File: src/rtl/mc_pkg.sv
// mc_pkg: shared state, opcode and control-select encodings for the multicycle controller
package mc_pkg;
   typedef enum logic [3:0] {
      FETCH, DECODE, MEMADR, MEMRD, MEMWB, MEMWR,
      EXECUTE, ALUWB, BRANCH, ADDIEX, ADDIWB, JUMP
   } state_t;
   localparam logic [5:0] OP_RTYPE = 6'b000000;
   localparam logic [5:0] OP_LW    = 6'b100011;
   localparam logic [5:0] OP_SW    = 6'b101011;
   localparam logic [5:0] OP_BEQ   = 6'b000100;
   localparam logic [5:0] OP_ADDI  = 6'b001000;
   localparam logic [5:0] OP_J     = 6'b000010;
   localparam logic [1:0] SRCB_REG   = 2'b00;
   localparam logic [1:0] SRCB_FOUR  = 2'b01;
   localparam logic [1:0] SRCB_IMM   = 2'b10;
   localparam logic [1:0] SRCB_IMMSH = 2'b11;
   localparam logic [1:0] PCSRC_ALU = 2'b00;
   localparam logic [1:0] PCSRC_OUT = 2'b01;
   localparam logic [1:0] PCSRC_JMP = 2'b10;
   localparam logic [1:0] ALUOP_ADD   = 2'b00;
   localparam logic [1:0] ALUOP_SUB   = 2'b01;
   localparam logic [1:0] ALUOP_FUNCT = 2'b10;
endpackage

File: src/rtl/mc_controller_if.sv
// mc_controller_if: controller <-> datapath/memory control bundle
interface mc_controller_if;
   logic [5:0] op;
   logic       zero;
   logic       mem_ready;
   logic       mem_req;
   logic       iord;
   logic       memwrite;
   logic       irwrite;
   logic       pcen;
   logic       regwrite;
   logic       regdst;
   logic       memtoreg;
   logic       alusrca;
   logic [1:0] alusrcb;
   logic [1:0] aluop;
   logic [1:0] pcsrc;
   logic       instr_done;
   logic       illegal_op;
   logic       mem_err;
   modport master (
      input  op, zero, mem_ready,
      output mem_req, iord, memwrite, irwrite, pcen, regwrite, regdst, memtoreg,
             alusrca, alusrcb, aluop, pcsrc, instr_done, illegal_op, mem_err
   );
   modport slave (
      output op, zero, mem_ready,
      input  mem_req, iord, memwrite, irwrite, pcen, regwrite, regdst, memtoreg,
             alusrca, alusrcb, aluop, pcsrc, instr_done, illegal_op, mem_err
   );
endinterface

File: src/rtl/mc_controller.sv
// mc_controller: multicycle MIPS Lite control FSM with memory timeout; MC_PERF_CNT_EN adds retired/cycle counters
module mc_controller
   import mc_pkg::*;
#(
   parameter int MEM_TIMEOUT = 16,
   parameter int TMO_W       = 5
) (
   input  logic clk,
   input  logic reset,
   mc_controller_if.master bus
`ifdef MC_PERF_CNT_EN
   ,
   output logic [31:0] retired_cnt,
   output logic [31:0] cycle_cnt
`endif
);
   state_t state, next;
   logic [TMO_W-1:0] tmo;
   logic mem_state, timeout, pcwrite, branch;
   assign mem_state = state inside {FETCH, MEMRD, MEMWR};
   assign timeout   = (MEM_TIMEOUT != 0) && mem_state && !bus.mem_ready && (tmo == TMO_W'(MEM_TIMEOUT - 1));
   // state register and stall counter; the counter only survives consecutive stalled cycles
   always_ff @(posedge clk or negedge reset) begin
      if (!reset) begin
         state <= FETCH;
         tmo   <= '0;
      end else begin
         state <= next;
         tmo   <= (mem_state && !bus.mem_ready && !timeout) ? tmo + 1'b1 : '0;
      end
   end
   // next state and Moore outputs; everything stays 0 while reset is asserted
   always_comb begin
      next           = state;
      pcwrite        = 1'b0;
      branch         = 1'b0;
      bus.mem_req    = 1'b0;
      bus.iord       = 1'b0;
      bus.memwrite   = 1'b0;
      bus.irwrite    = 1'b0;
      bus.regwrite   = 1'b0;
      bus.regdst     = 1'b0;
      bus.memtoreg   = 1'b0;
      bus.alusrca    = 1'b0;
      bus.alusrcb    = SRCB_REG;
      bus.aluop      = ALUOP_ADD;
      bus.pcsrc      = PCSRC_ALU;
      bus.instr_done = 1'b0;
      bus.illegal_op = 1'b0;
      bus.mem_err    = reset && timeout;
      if (reset) begin
         case (state)
            FETCH: begin
               bus.mem_req = 1'b1;
               bus.alusrcb = SRCB_FOUR;
               bus.irwrite = bus.mem_ready;
               pcwrite     = bus.mem_ready;
               next        = bus.mem_ready ? DECODE : FETCH;
            end
            DECODE: begin
               bus.alusrcb = SRCB_IMMSH;
               case (bus.op)
                  OP_LW, OP_SW: next = MEMADR;
                  OP_RTYPE:     next = EXECUTE;
                  OP_BEQ:       next = BRANCH;
                  OP_ADDI:      next = ADDIEX;
                  OP_J:         next = JUMP;
                  default: begin
                     next           = FETCH;
                     bus.illegal_op = 1'b1;
                  end
               endcase
            end
            MEMADR: begin
               bus.alusrca = 1'b1;
               bus.alusrcb = SRCB_IMM;
               next        = (bus.op == OP_LW) ? MEMRD : MEMWR;
            end
            MEMRD: begin
               bus.mem_req = 1'b1;
               bus.iord    = 1'b1;
               next        = bus.mem_ready ? MEMWB : timeout ? FETCH : MEMRD;
            end
            MEMWB: begin
               bus.memtoreg   = 1'b1;
               bus.regwrite   = 1'b1;
               bus.instr_done = 1'b1;
               next           = FETCH;
            end
            MEMWR: begin
               bus.mem_req    = 1'b1;
               bus.iord       = 1'b1;
               bus.memwrite   = bus.mem_ready;
               bus.instr_done = bus.mem_ready;
               next           = (bus.mem_ready || timeout) ? FETCH : MEMWR;
            end
            EXECUTE: begin
               bus.alusrca = 1'b1;
               bus.aluop   = ALUOP_FUNCT;
               next        = ALUWB;
            end
            ALUWB: begin
               bus.regdst     = 1'b1;
               bus.regwrite   = 1'b1;
               bus.instr_done = 1'b1;
               next           = FETCH;
            end
            BRANCH: begin
               bus.alusrca    = 1'b1;
               bus.aluop      = ALUOP_SUB;
               bus.pcsrc      = PCSRC_OUT;
               branch         = 1'b1;
               bus.instr_done = 1'b1;
               next           = FETCH;
            end
            ADDIEX: begin
               bus.alusrca = 1'b1;
               bus.alusrcb = SRCB_IMM;
               next        = ADDIWB;
            end
            ADDIWB: begin
               bus.regwrite   = 1'b1;
               bus.instr_done = 1'b1;
               next           = FETCH;
            end
            JUMP: begin
               bus.pcsrc      = PCSRC_JMP;
               pcwrite        = 1'b1;
               bus.instr_done = 1'b1;
               next           = FETCH;
            end
            default: next = FETCH;
         endcase
      end
      bus.pcen = pcwrite | (branch & bus.zero);
   end
`ifdef MC_PERF_CNT_EN
   // retired-instruction and free-running cycle counters, both wrapping
   always_ff @(posedge clk or negedge reset) begin
      if (!reset) begin
         retired_cnt <= '0;
         cycle_cnt   <= '0;
      end else begin
         retired_cnt <= retired_cnt + {31'd0, bus.instr_done};
         cycle_cnt   <= cycle_cnt + 32'd1;
      end
   end
`endif
endmodule

File: src/flat_wrapper.sv
// flat-port wrapper written by rule: the top's interface ports become plain ports
module mc_controller_flat import mc_pkg::*;
#(
   parameter int MEM_TIMEOUT = 16,
   parameter int TMO_W       = 5
)
  (clk, reset, bus_op, bus_zero, bus_mem_ready, bus_mem_req, bus_iord, bus_memwrite, bus_irwrite, bus_pcen, bus_regwrite, bus_regdst, bus_memtoreg, bus_alusrca, bus_alusrcb, bus_aluop, bus_pcsrc, bus_instr_done, bus_illegal_op, bus_mem_err);
  mc_controller_if bus_i ();
  input  logic clk;
  input  logic reset;
  input wire logic [$bits(bus_i.op)-1:0] bus_op;
  input wire logic [$bits(bus_i.zero)-1:0] bus_zero;
  input wire logic [$bits(bus_i.mem_ready)-1:0] bus_mem_ready;
  output wire logic [$bits(bus_i.mem_req)-1:0] bus_mem_req;
  output wire logic [$bits(bus_i.iord)-1:0] bus_iord;
  output wire logic [$bits(bus_i.memwrite)-1:0] bus_memwrite;
  output wire logic [$bits(bus_i.irwrite)-1:0] bus_irwrite;
  output wire logic [$bits(bus_i.pcen)-1:0] bus_pcen;
  output wire logic [$bits(bus_i.regwrite)-1:0] bus_regwrite;
  output wire logic [$bits(bus_i.regdst)-1:0] bus_regdst;
  output wire logic [$bits(bus_i.memtoreg)-1:0] bus_memtoreg;
  output wire logic [$bits(bus_i.alusrca)-1:0] bus_alusrca;
  output wire logic [$bits(bus_i.alusrcb)-1:0] bus_alusrcb;
  output wire logic [$bits(bus_i.aluop)-1:0] bus_aluop;
  output wire logic [$bits(bus_i.pcsrc)-1:0] bus_pcsrc;
  output wire logic [$bits(bus_i.instr_done)-1:0] bus_instr_done;
  output wire logic [$bits(bus_i.illegal_op)-1:0] bus_illegal_op;
  output wire logic [$bits(bus_i.mem_err)-1:0] bus_mem_err;
  assign bus_i.op = bus_op;
  assign bus_i.zero = bus_zero;
  assign bus_i.mem_ready = bus_mem_ready;
  assign bus_mem_req = bus_i.mem_req;
  assign bus_iord = bus_i.iord;
  assign bus_memwrite = bus_i.memwrite;
  assign bus_irwrite = bus_i.irwrite;
  assign bus_pcen = bus_i.pcen;
  assign bus_regwrite = bus_i.regwrite;
  assign bus_regdst = bus_i.regdst;
  assign bus_memtoreg = bus_i.memtoreg;
  assign bus_alusrca = bus_i.alusrca;
  assign bus_alusrcb = bus_i.alusrcb;
  assign bus_aluop = bus_i.aluop;
  assign bus_pcsrc = bus_i.pcsrc;
  assign bus_instr_done = bus_i.instr_done;
  assign bus_illegal_op = bus_i.illegal_op;
  assign bus_mem_err = bus_i.mem_err;
  mc_controller #(.MEM_TIMEOUT(MEM_TIMEOUT), .TMO_W(TMO_W)) u_core (.clk(clk), .reset(reset), .bus(bus_i));
endmodule
File: config.mk
export PLATFORM = sky130hd
export DESIGN_NAME = mc_controller_flat
export DESIGN_NICKNAME = d
export VERILOG_FILES = /design/src/rtl/mc_pkg.sv /design/src/rtl/mc_controller_if.sv /design/src/rtl/mc_controller.sv /design/src/flat_wrapper.sv
export SDC_FILE = /design/constraint.sdc
export NUM_CORES = 1
export LEC_CHECK = 0
export BUFFER_PORTS_ARGS = -buffer_cell sky130_fd_sc_hd__buf_2
export CAP_MARGIN = 20
export CORE_ASPECT_RATIO = 1.5
export CORE_MARGIN = 2
export CORE_UTILIZATION = 35
export CTS_CLUSTER_SIZE = 24
export DETAILED_ROUTE_END_ITERATION = 8
export REMOVE_ABC_BUFFERS = 1
export SLEW_MARGIN = 20
export SYNTH_ARGS = -nofsm -noshare
export SYNTH_HDL_FRONTEND = slang
export SYNTH_SLANG_ARGS = --single-unit
export TNS_END_PERCENT = 100
File: constraint.sdc
create_clock -name clk -period 3.86 [get_ports clk]
set_input_delay 1.158 -clock clk [delete_from_list [all_inputs] [get_ports clk]]
set_output_delay 1.158 -clock clk [all_outputs]
set_load 0.01 [all_outputs]
**After elaboration in Yosys (flattened, before gate mapping)**

Cells that the tools add are included.

- Bits of input ports: 10
- Register bits: 9
- Output and inout bits: 18

- Reductions and logical operators: 18
- Multiplexer cells: 39
- Add/subtract/negate cells: 1
- Equal/unequal tests: 17
- Bitwise logic cells: 2

Operators by type and width:

| kind | count |
|---|---|
| $pmux 4 s7 | 1 |
| $mux 1 | 24 |
| $pmux 4 s5 | 1 |
| $eq 4x3->1 const B | 4 |
| $eq 4x4->1 const B | 4 |
| $eq 6x6->1 const B | 2 |
| $eq 4x2->1 const B | 2 |
| $mux 2 | 4 |
| $pmux 2 s2 | 2 |
| $eq 6x2->1 const B | 1 |
| $eq 6x3->1 const B | 1 |
| $eq 6x4->1 const B | 1 |
| $logic_not 6->1 | 1 |
| $mux 3 | 2 |
| $pmux 2 s3 | 1 |
| $reduce_or 2->1 | 3 |
| $reduce_or 3->1 | 2 |
| $reduce_or 6->1 | 1 |
| $add 5x1->5 const B | 1 |
| $eq 5x4->1 const B | 1 |
| $mux 5 | 1 |
| $reduce_or 5->1 | 1 |
| $eq 4x1->1 const B | 1 |
| $logic_and 1x1->1 | 4 |
| 9 further kinds | 11 |

**Logic depth before layout (Yosys ltp)**

Gate-level depths: netlist (run 1).

- Depth in word-level cells: 7
- Depth in mapped cells: 7

**Worst setup path after synthesis (run 1)**

Ideal clock, no wire load.

- Path kind: input to output
- Start point: input bus_mem_ready
- End point: output bus_pcen
- Required time: 2.702 ns
- Path slack: 0.880 ns
- Path buffers: 0
- Stages on the path: 4
- Arrival: 1.822 ns
- Cells stage by stage: nor2b_1 > and3_1 > a31oi_1 > o21ai_0

- Longest elaborated chain between the ends: 3

RTL lines:

| element | RTL line | text |
|---|---|---|
| start: declaration | flat_wrapper.sv:13 | `input wire logic [$bits(bus_i.mem_ready)-1:0] bus_mem_ready;` |
| $pmux 1 s2 | mc_controller.sv:52 | `case (state)` |
| $mux 1 | mc_controller.sv:51 | `if (reset) begin` |
| $or 1x1->1 | mc_controller.sv:135 | `bus.pcen = pcwrite \| (branch & bus.zero);` |
| end: declaration | flat_wrapper.sv:18 | `output wire logic [$bits(bus_i.pcen)-1:0] bus_pcen;` |

Every way passes these cells.

**Worst setup path in the final report (run 1)**

- Start point: input reset
- End point: output bus_mem_err

- Longest elaborated chain between the ends: 1

RTL lines:

| element | RTL line | text |
|---|---|---|
| start: declaration | flat_wrapper.sv:10 | `input logic reset;` |
| $logic_and 1x1->1 | mc_controller.sv:50 | `bus.mem_err = reset && timeout;` |
| end: declaration | flat_wrapper.sv:28 | `output wire logic [$bits(bus_i.mem_err)-1:0] bus_mem_err;` |

Every way passes these cells.

==> results of run 1 <==
[cell type report]
| class | instances | area [um2] |
|---|---|---|
| sequential | 9 | 225 |
| tap | 24 | 30.0 |
| clock buffer | 4 | 26.3 |
| fill | 250 | 1390 |
| inverter | 6 | 22.5 |
| multi-input combinational | 96 | 612 |
| timing repair buffer | 28 | 143 |
[report_power, final]
part / internal, mW / switching [mW]
sequential: 0.105 / 0.0270
clock: 0.0401 / 0.0372
combinational: 0.0545 / 0.0688
[worst min path at each step]
stage                              end  slack (ps)  cells past startpoint
2_1_floorplan  u_core.tmo[0]$_DFF_PN0_         430                      1
6_report       u_core.tmo[0]$_DFF_PN0_         470                      1
5_1_grt        u_core.tmo[0]$_DFF_PN0_         510                      1
3_3_place_gp   u_core.tmo[0]$_DFF_PN0_         450                      1
4_1_cts        u_core.tmo[0]$_DFF_PN0_         470                      1
3_5_place_dp   u_core.tmo[0]$_DFF_PN0_         460                      1
[kinds of logic (layout without fill, tap and decap cells)]
family,count (synthesis),after routing
simple gates,58,58
xor+xnor,5,5
fa+ha+maj,2,2
flops,9,9
mux,1,1
buf+inv,14,38
compound gates,30,30
[worst max-delay path, stage by stage]
cell and delay (ps):
buf_2 230, nor2b_1 300, and2_1 180, and3b_1 150, buf_2 120
[synthesized netlist by cell type (2+ instances only)]
master / instances
nand3b_1: 4
clkbuf_1: 2
a31oi_1: 3
o21ai_0: 6
and2_1: 2
nor4_1: 3
a21oi_1: 10
inv_1: 6
nand2b_1: 4
xor2_1: 4
nand3_1: 2
nor3_1: 7
buf_2: 4
o211ai_1: 3
nor2_1: 10
nand2_1: 8
ha_1: 2
dfrtp_1: 9
nor2b_1: 4
and3_1: 5
[flip-flops by register name, indices dropped and copies added, names as in the netlist]
name	flops
u_core.state	4
u_core.tmo	5
[stage by stage]
step	setup slack, ps	instance area (um2)
floorplan	871	860
global placement	634	1030
detailed placement	597	1030
CTS	567	1060
global route	450	1060
finish	553	1060
[layer usage]
metal | share of wire (%) | wire length, um | vias to the layer above
met1 | 43 | 935 | 446
met4 | 2.0 | 43 | 0
met3 | 4.1 | 89 | 5
met2 | 51 | 1120 | 26
li1 | - | - | 479
met5 | 0 | 0 | -
==> flow_metrics.tcl, run 1 <==
set metrics [dict create \
    grt_usage_pct 15.1 \
    setup_viol 0 \
    period_share_pct 85.7 \
    finalPower_mw 0.332 \
    clock_latency_ps 270 \
    synth_edf_count 0 \
    ir_drop_v 0.000124 \
    dr.first_iter.drc_count 30 \
    synth_top_family_by_area "simple AND/OR/NAND/NOR gates" \
    cp_max_fo 16 \
    endpoint "bus_mem_err" \
    die_h_um 66.3 \
    min-delay-start "u_core.tmo[0]$_DFF_PN0_" \
    hold_viol 0 \
    ys_types 41 \
    final_common_cell "buf_2" \
    timing.rr.start "u_core.tmo[0]$_DFF_PN0_" \
    cts_root_buf "clkbuf_4" \
    num_vias 956 \
    worst_slew_pin_slew_ps 571 \
    place.gp.congestion 0.816 \
    n_antenna_cell 0 \
    drt_drc_violations_left 0 \
    fp.coreArea_um2 2450 \
    overflow 0 \
    grt_util_met1_pct 19.4 \
    port_buffers 27 \
    end_kind "primary output" \
    hold_class "reg2reg" \
    synth.largest_area_cell "dfrtp_1" \
    seq_area_frac_synth_pct 24.9 \
    synth_mux_area_share_pct 1.24 \
    busiest_layer "met2" \
    pwr_density_cell_nw_per_um2 314 \
    synth_fa_ha_area_share_pct 2.76 \
    die_area_um2 3020 \
    crit_type "in2out" \
    synth_warnings 0 \
    synthArstFlopShare_pct 100 \
    crit_required_ps 2700 \
    cts_resized 0 \
    start_util_pct 37.0 \
    first_global_vias 792 \
    dp_hpwl_mm 1.60 \
    syn_avg_cell_area_um2 7.61 \
    postCtsSetupRepairBufs 0 \
    via_per_inst 5.72 \
    route.final.wire_length_mm 2.18 \
    cts_hold_buf 0 \
    drive_gt1_share_pct 26.6 \
    ant_nets 0 \
    synth_simple_gate_area_share_pct 36.7 \
    fin_cells 167 \
    syn-cell-area_um2 906 \
    leakage_nw 0.500 \
    dp.cells 163 \
    arrival_ps 2150 \
    outcome "completed" \
    fin_tns_setup_ps 0 \
    rrSetupSlack_ps 2070 \
    antenna_found_initial 0 \
    syn-instance-count 119 \
    synth-compound-area-share_pct 22.0 \
    clock_skew_ps 4.87 \
    whs_ps 465 \
    slew_headroom_pct 62.0 \
    reg2regPathDepth 7 \
    synth-main-ff-cell "dfrtp_1" \
    slew_violations 0 \
    io_pins 28 \
    worstSetupStartpoint "reset" \
    most-common-layout-cells "27 x buf_2, 10 x nor2_1, 10 x a21oi_1" \
    firstDrtPassIters 4 \
    period_minus_slack_ps 3310 \
    r2r_end "u_core.state[1]$_DFFE_PN0P_" \
    die_w_um 45.5 \
    grtUsageMet2_pct 23.9 \
    htreeDepth 1 \
    synth_top_area_share_pct 24.9 \
    utilization_pct 43.2 \
    rows 22 \
    rsz0062_at_grt "false" \
    clkTransAtPathRegs_ps 60 \
    gr-usage-met3_pct 1.09 \
    synth-seq-cells 9 \
    critPathLaunchType "primary input" \
    synth-xor-area-share_pct 4.83 \
    grt_max_degree 20 \
    synth.area.top_cells "dfrtp_1 25%, a21oi_1 5.5%, nor2_1 4.1%" \
    cts_buffer_depth 2 \
    area_growth_pct 16.9 \
    fmax_ghz 0.302 \
    wl_per_cell_um 13.1 \
    cts_tree "done" \
    numCtsBuffers 3 \
    cts_sinks 9 \
    drv_cap 0 \
    nNetsFinal 156 \
    grt_pass1_wl_mm 3.51 \
]
(Power assumes the default switching activity.)
==> inputs of run 2 (changes only) <==
--- a/config.mk
+++ b/config.mk
@@ -7,7 +7,6 @@
 export LEC_CHECK = 0
 export BUFFER_PORTS_ARGS = -buffer_cell sky130_fd_sc_hd__buf_2
 export CAP_MARGIN = 20
-export CORE_ASPECT_RATIO = 1.5
 export CORE_MARGIN = 2
 export CORE_UTILIZATION = 35
 export CTS_CLUSTER_SIZE = 24
==> run 2 against run 1 <==
  * Clock skew fell by 4.1 ps
  * Non-clock buffer count did not move
  * Clock power fell by 7.9%
  * Count of clock-buffer cells in the layout fell by 1
  * Sequential power barely moved
  * Sequential share of layout area fell by 0.17 points
  * Largest power group unchanged
  * Combinational power barely moved
  * Global-route usage rose by 0.52 points
  * Routed wire length fell by 2.5%
  * Flip-flop and latch count did not move
==> flow_metrics.tcl, run 2 (synthesized netlist as in run 1, its figures left out) <==
set metrics [dict create \
    outcome "completed" \
    ir_drop_v 0.000175 \
    crit_required_ps 2700 \
    pwr_density_cell_nw_per_um2 306 \
    grt_usage_pct 15.6 \
    cts_buffer_depth 2 \
    power.share.switching_pct 39.5 \
    ant_nets 0 \
    grt_pass1_wl_mm 3.46 \
    drv_cap 0 \
    rsz0062_at_grt "false" \
    period_minus_slack_ps 3310 \
    clock_latency_ps 260 \
    n_antenna_cell 0 \
    final_common_cell "buf_2" \
    cts_tree "done" \
    worstSetupStartpoint "reset" \
    place.gp.congestion 0.766 \
    crit_type "in2out" \
    via_per_inst 5.27 \
    timing.rr.start "u_core.tmo[0]$_DFF_PN0_" \
    start_util_pct 36.9 \
    cts_hold_buf 0 \
    reg.largest.list "u_core.tmo: 5 flops, u_core.state: 4 flops" \
    pwr-share-clk_pct 21.7 \
    die_area_um2 3010 \
    hold_class "reg2reg" \
    clock_skew_ps 0.733 \
    fp.coreArea_um2 2450 \
    io_pins 28 \
    htreeDepth 1 \
    critPathLaunchType "primary input" \
    area_growth_pct 17.8 \
    first_global_vias 786 \
    worst_slack_ps 548 \
    endpoint "bus_mem_err" \
    postCtsSetupRepairBufs 0 \
    nNetsFinal 156 \
    grt_max_degree 20 \
    cts_root_buf "clkbuf_4" \
    cts_sinks 9 \
    port_buffers 27 \
    die_w_um 54.9 \
    most-common-layout-cells "27 x buf_2, 10 x nor2_1, 10 x a21oi_1" \
    rows 18 \
    top_register "u_core.tmo" \
    finalPower_mw 0.327 \
    overflow 0 \
    pre_cts_slack_ps 530 \
    min-delay-start "u_core.tmo[0]$_DFF_PN0_" \
    power_frac_seq_pct 40.5 \
    dp_hpwl_mm 1.62 \
    fin_cells 173 \
    dp.cells 169 \
    cp_max_fo 18 \
    comb_power_share_pct 37.8 \
    fin_tns_setup_ps 0 \
    numCtsBuffers 3 \
    antenna_found_initial 0 \
    r2r_end "u_core.state[1]$_DFFE_PN0P_" \
    cts_resized 0 \
    end_kind "primary output" \
    worst_slew_pin_slew_ps 573 \
    clkTransAtPathRegs_ps 60 \
    setup_viol 0 \
    largest_reg_flops 5 \
    slew_headroom_pct 61.8 \
    net-switching-power_mw 0.129 \
    dr.first_iter.drc_count 35 \
    leakage_nw 0.503 \
    drt_drc_violations_left 0 \
    slew_violations 0 \
    drive_gt1_share_pct 27.3 \
    route.final.wire_length_mm 2.13 \
    die_h_um 54.9 \
    num_vias 912 \
    firstDrtPassIters 4 \
    hold_viol 0 \
    wl_per_cell_um 12.3 \
    arrival_ps 2150 \
    fmax_ghz 0.302 \
    period_share_pct 85.8 \
    intPower_mw 0.198 \
    reg2regPathDepth 7 \
    rrSetupSlack_ps 2040 \
]
[run 2: cell count changes in the layout (fill, tap and decap cells not counted), sizes merged]
cell    previous run  this run
clkinv             0         1
clkbuf             4         3
[run 2: area by class of cell]
cell class,instances,area (um2)
Clock buffer,3,22.5
Clock inverter,1,5.00
Fill cell,260,1390
Inverter,6,22.5
Multi-Input combinational cell,96,612
Sequential cell,9,225
Tap cell,30,37.5
Timing Repair Buffer,28,143
[run 2: worst max-delay path, stage by stage]
cell	delay (ps)
buf_2	270
nor2b_1	280
and2_1	180
and3b_1	150
buf_2	120
[run 2: metrics by stage]
step	util (%)	hold slack [ps]	cell area, um2
floorplan	-	433	860
global placement	42.4	454	1040
detailed placement	42.4	467	1040
CTS	43.5	477	1070
global route	43.5	505	1070
finish	43.5	474	1070
[run 2: power by group through the flow]
stage               sequential (mW)  clock (mW)  combinational [mW]
CTS                           0.131      0.0755               0.124
global placement              0.133           0               0.123
floorplan                     0.126           0              0.0840
detailed placement            0.133           0               0.123
global route                  0.135      0.0820               0.139
finish                        0.132      0.0711               0.124
[run 2: metal layers]
metal  part of all wire [%]  global-route usage, %  vias up
met5                      0                      0        -
met4                   0.38                   3.33        0
met3                    4.6                   4.37        2
met2                     46                   25.4       22
met1                     49                   20.5      410
li1                       -                      -      478
[run 2: how the worst min path moves through the flow]
| stage | to | slack (ps) | cells after the start |
|---|---|---|---|
| after floorplan | u_core.tmo[0]$_DFF_PN0_ | 430 | 1 |
| after global placement | u_core.tmo[0]$_DFF_PN0_ | 450 | 1 |
| after detailed placement | u_core.tmo[0]$_DFF_PN0_ | 470 | 1 |
| after CTS | u_core.tmo[0]$_DFF_PN0_ | 480 | 1 |
| after global routing | u_core.tmo[0]$_DFF_PN0_ | 510 | 1 |
| final | u_core.tmo[0]$_DFF_PN0_ | 470 | 1 |
==> inputs of run 3 (changes only) <==
--- a/config.mk
+++ b/config.mk
@@ -8,9 +8,10 @@
 export BUFFER_PORTS_ARGS = -buffer_cell sky130_fd_sc_hd__buf_2
 export CAP_MARGIN = 20
 export CORE_MARGIN = 2
-export CORE_UTILIZATION = 35
+export CORE_UTILIZATION = 47
 export CTS_CLUSTER_SIZE = 24
 export DETAILED_ROUTE_END_ITERATION = 8
+export PLACE_DENSITY = 0.74
 export REMOVE_ABC_BUFFERS = 1
 export SLEW_MARGIN = 20
 export SYNTH_ARGS = -nofsm -noshare
==> run 3 against run 2 <==
  * Register-to-register slack is essentially flat
  * Routed wire length decreased by 7.2%
  * Combinational power is essentially flat
  * Clock skew grew 4.7 ps
  * Final area fell by 0.59%
  * Via count rose by 2.6%
  * Critical path type unchanged
==> flow_metrics.tcl, run 3 (synthesized netlist as in run 1, its figures left out) <==
set metrics [dict create \
    rsz0062_at_grt "false" \
    largest_reg_flops 5 \
    htreeDepth 1 \
    firstDrtPassIters 4 \
    final_area_um2 1060 \
    setup_viol 0 \
    die_h_um 47.9 \
    nNetsFinal 156 \
    route.final.wire_length_mm 1.98 \
    critPathLaunchType "primary input" \
    crit_type "in2out" \
    fmax_ghz 0.302 \
    port_buffers 27 \
    fp.coreArea_um2 1760 \
    place_area_um2 1030 \
    drv_cap 0 \
    antenna_found_initial 0 \
    top_register "u_core.tmo" \
    place.gp.congestion 0.769 \
    final_common_cell "buf_2" \
    cts_buffer_depth 2 \
    reg.largest.list "u_core.tmo: 5 flops, u_core.state: 4 flops" \
    nFillCells 187 \
    clock_skew_ps 5.46 \
    dp_hpwl_mm 1.54 \
    die_w_um 47.9 \
    hold_viol 0 \
    whs_ps 464 \
    clkTransAtPathRegs_ps 60 \
    numCtsBuffers 3 \
    slew_headroom_pct 61.8 \
    die_area_um2 2290 \
    drt_drc_violations_left 0 \
    first_global_vias 699 \
    worst_slew_pin_slew_ps 573 \
    postCtsSetupRepairBufs 0 \
    start_util_pct 51.3 \
    utilization_pct 60.1 \
    outcome "completed" \
    cp_max_fo 18 \
    leakage_nw 0.503 \
    fin_tns_setup_ps 0 \
    io_pins 28 \
    rows 15 \
    cts_sinks 9 \
    ant_nets 0 \
    ir_drop_v 0.000224 \
    period_minus_slack_ps 3310 \
    hold_class "reg2reg" \
    overflow 0 \
    cts_tree "done" \
    arrival_ps 2150 \
    grt_pass1_wl_mm 3.09 \
    wl_per_cell_um 11.8 \
    cts_hold_buf 0 \
    dr.first_iter.drc_count 21 \
    via_per_inst 5.57 \
    period_share_pct 85.7 \
    fin_cells 168 \
    drive_gt1_share_pct 27.3 \
    num_vias 936 \
    end_kind "primary output" \
    most-common-layout-cells "27 x buf_2, 10 x nor2_1, 10 x a21oi_1" \
    clock_latency_ps 270 \
    n_antenna_cell 0 \
    pwr_density_cell_nw_per_um2 309 \
    cts_root_buf "clkbuf_4" \
    grt_max_degree 20 \
    area_growth_pct 17.1 \
    crit_required_ps 2700 \
    slew_violations 0 \
    cts_resized 0 \
    grt_usage_pct 18.9 \
    dp.cells 164 \
]
-- run 3: cell counts in the layout (fill, tap and decap cells not counted) --
Identical to the previous run, type by type.
-- run 3: metal layers --
layer	wire length [um]	share of wire [%]	GRT usage [%]
met5	0	0	0
met4	14	0.71	4.32
met3	117	5.9	4.53
met2	866	44	28.3
met1	977	49	27.6
-- run 3: layout make-up --
cell class              instances  area (um2)  share of cell area (%)
inverters                       6        22.5                    2.12
well taps                      25        31.3                    2.95
multi-input cells              96         612                    57.7
clock inverters                 1        5.00                   0.472
clock buffers                   3        22.5                    2.12
flip-flops and latches          9         225                    21.2
repair buffers                 28         143                    13.4
-- run 3: worst max-delay path, stage by stage --
cell	delay [ps]
buf_2	250
nor2b_1	270
and2_1	180
and3b_1	160
buf_2	120
-- run 3: power breakdown --
part,internal [mW],switching [mW]
clock,0.0383,0.0351
sequential,0.105,0.0259
combinational,0.0547,0.0692
-- run 3: per-stage QoR --
| step | power [mW] | setup WS (ps) |
|---|---|---|
| 2_1_floorplan | 0.210 | 871 |
| 3_3_place_gp | 0.253 | 586 |
| 3_5_place_dp | 0.256 | 531 |
| 4_1_cts | 0.331 | 530 |
| 5_1_grt | 0.352 | 376 |
| 6_report | 0.328 | 553 |
-- run 3: final timing paths --
path | endpoint | slack [ps] | from | cells past startpoint
setup / recovery | bus_mem_err | 550 | reset | 5
max in group asynchronous | u_core.tmo[4]$_DFF_PN0_ | 2710 | reset | 2
hold / removal | u_core.tmo[0]$_DFF_PN0_ | 460 | u_core.tmo[0]$_DFF_PN0_ | 1
setup reg to reg | u_core.state[1]$_DFFE_PN0P_ | 2050 | u_core.tmo[0]$_DFF_PN0_ | 7
min in group asynchronous | u_core.state[1]$_DFFE_PN0P_ | 760 | reset | 1
hold reg to reg | u_core.tmo[0]$_DFF_PN0_ | 460 | u_core.tmo[0]$_DFF_PN0_ | 1
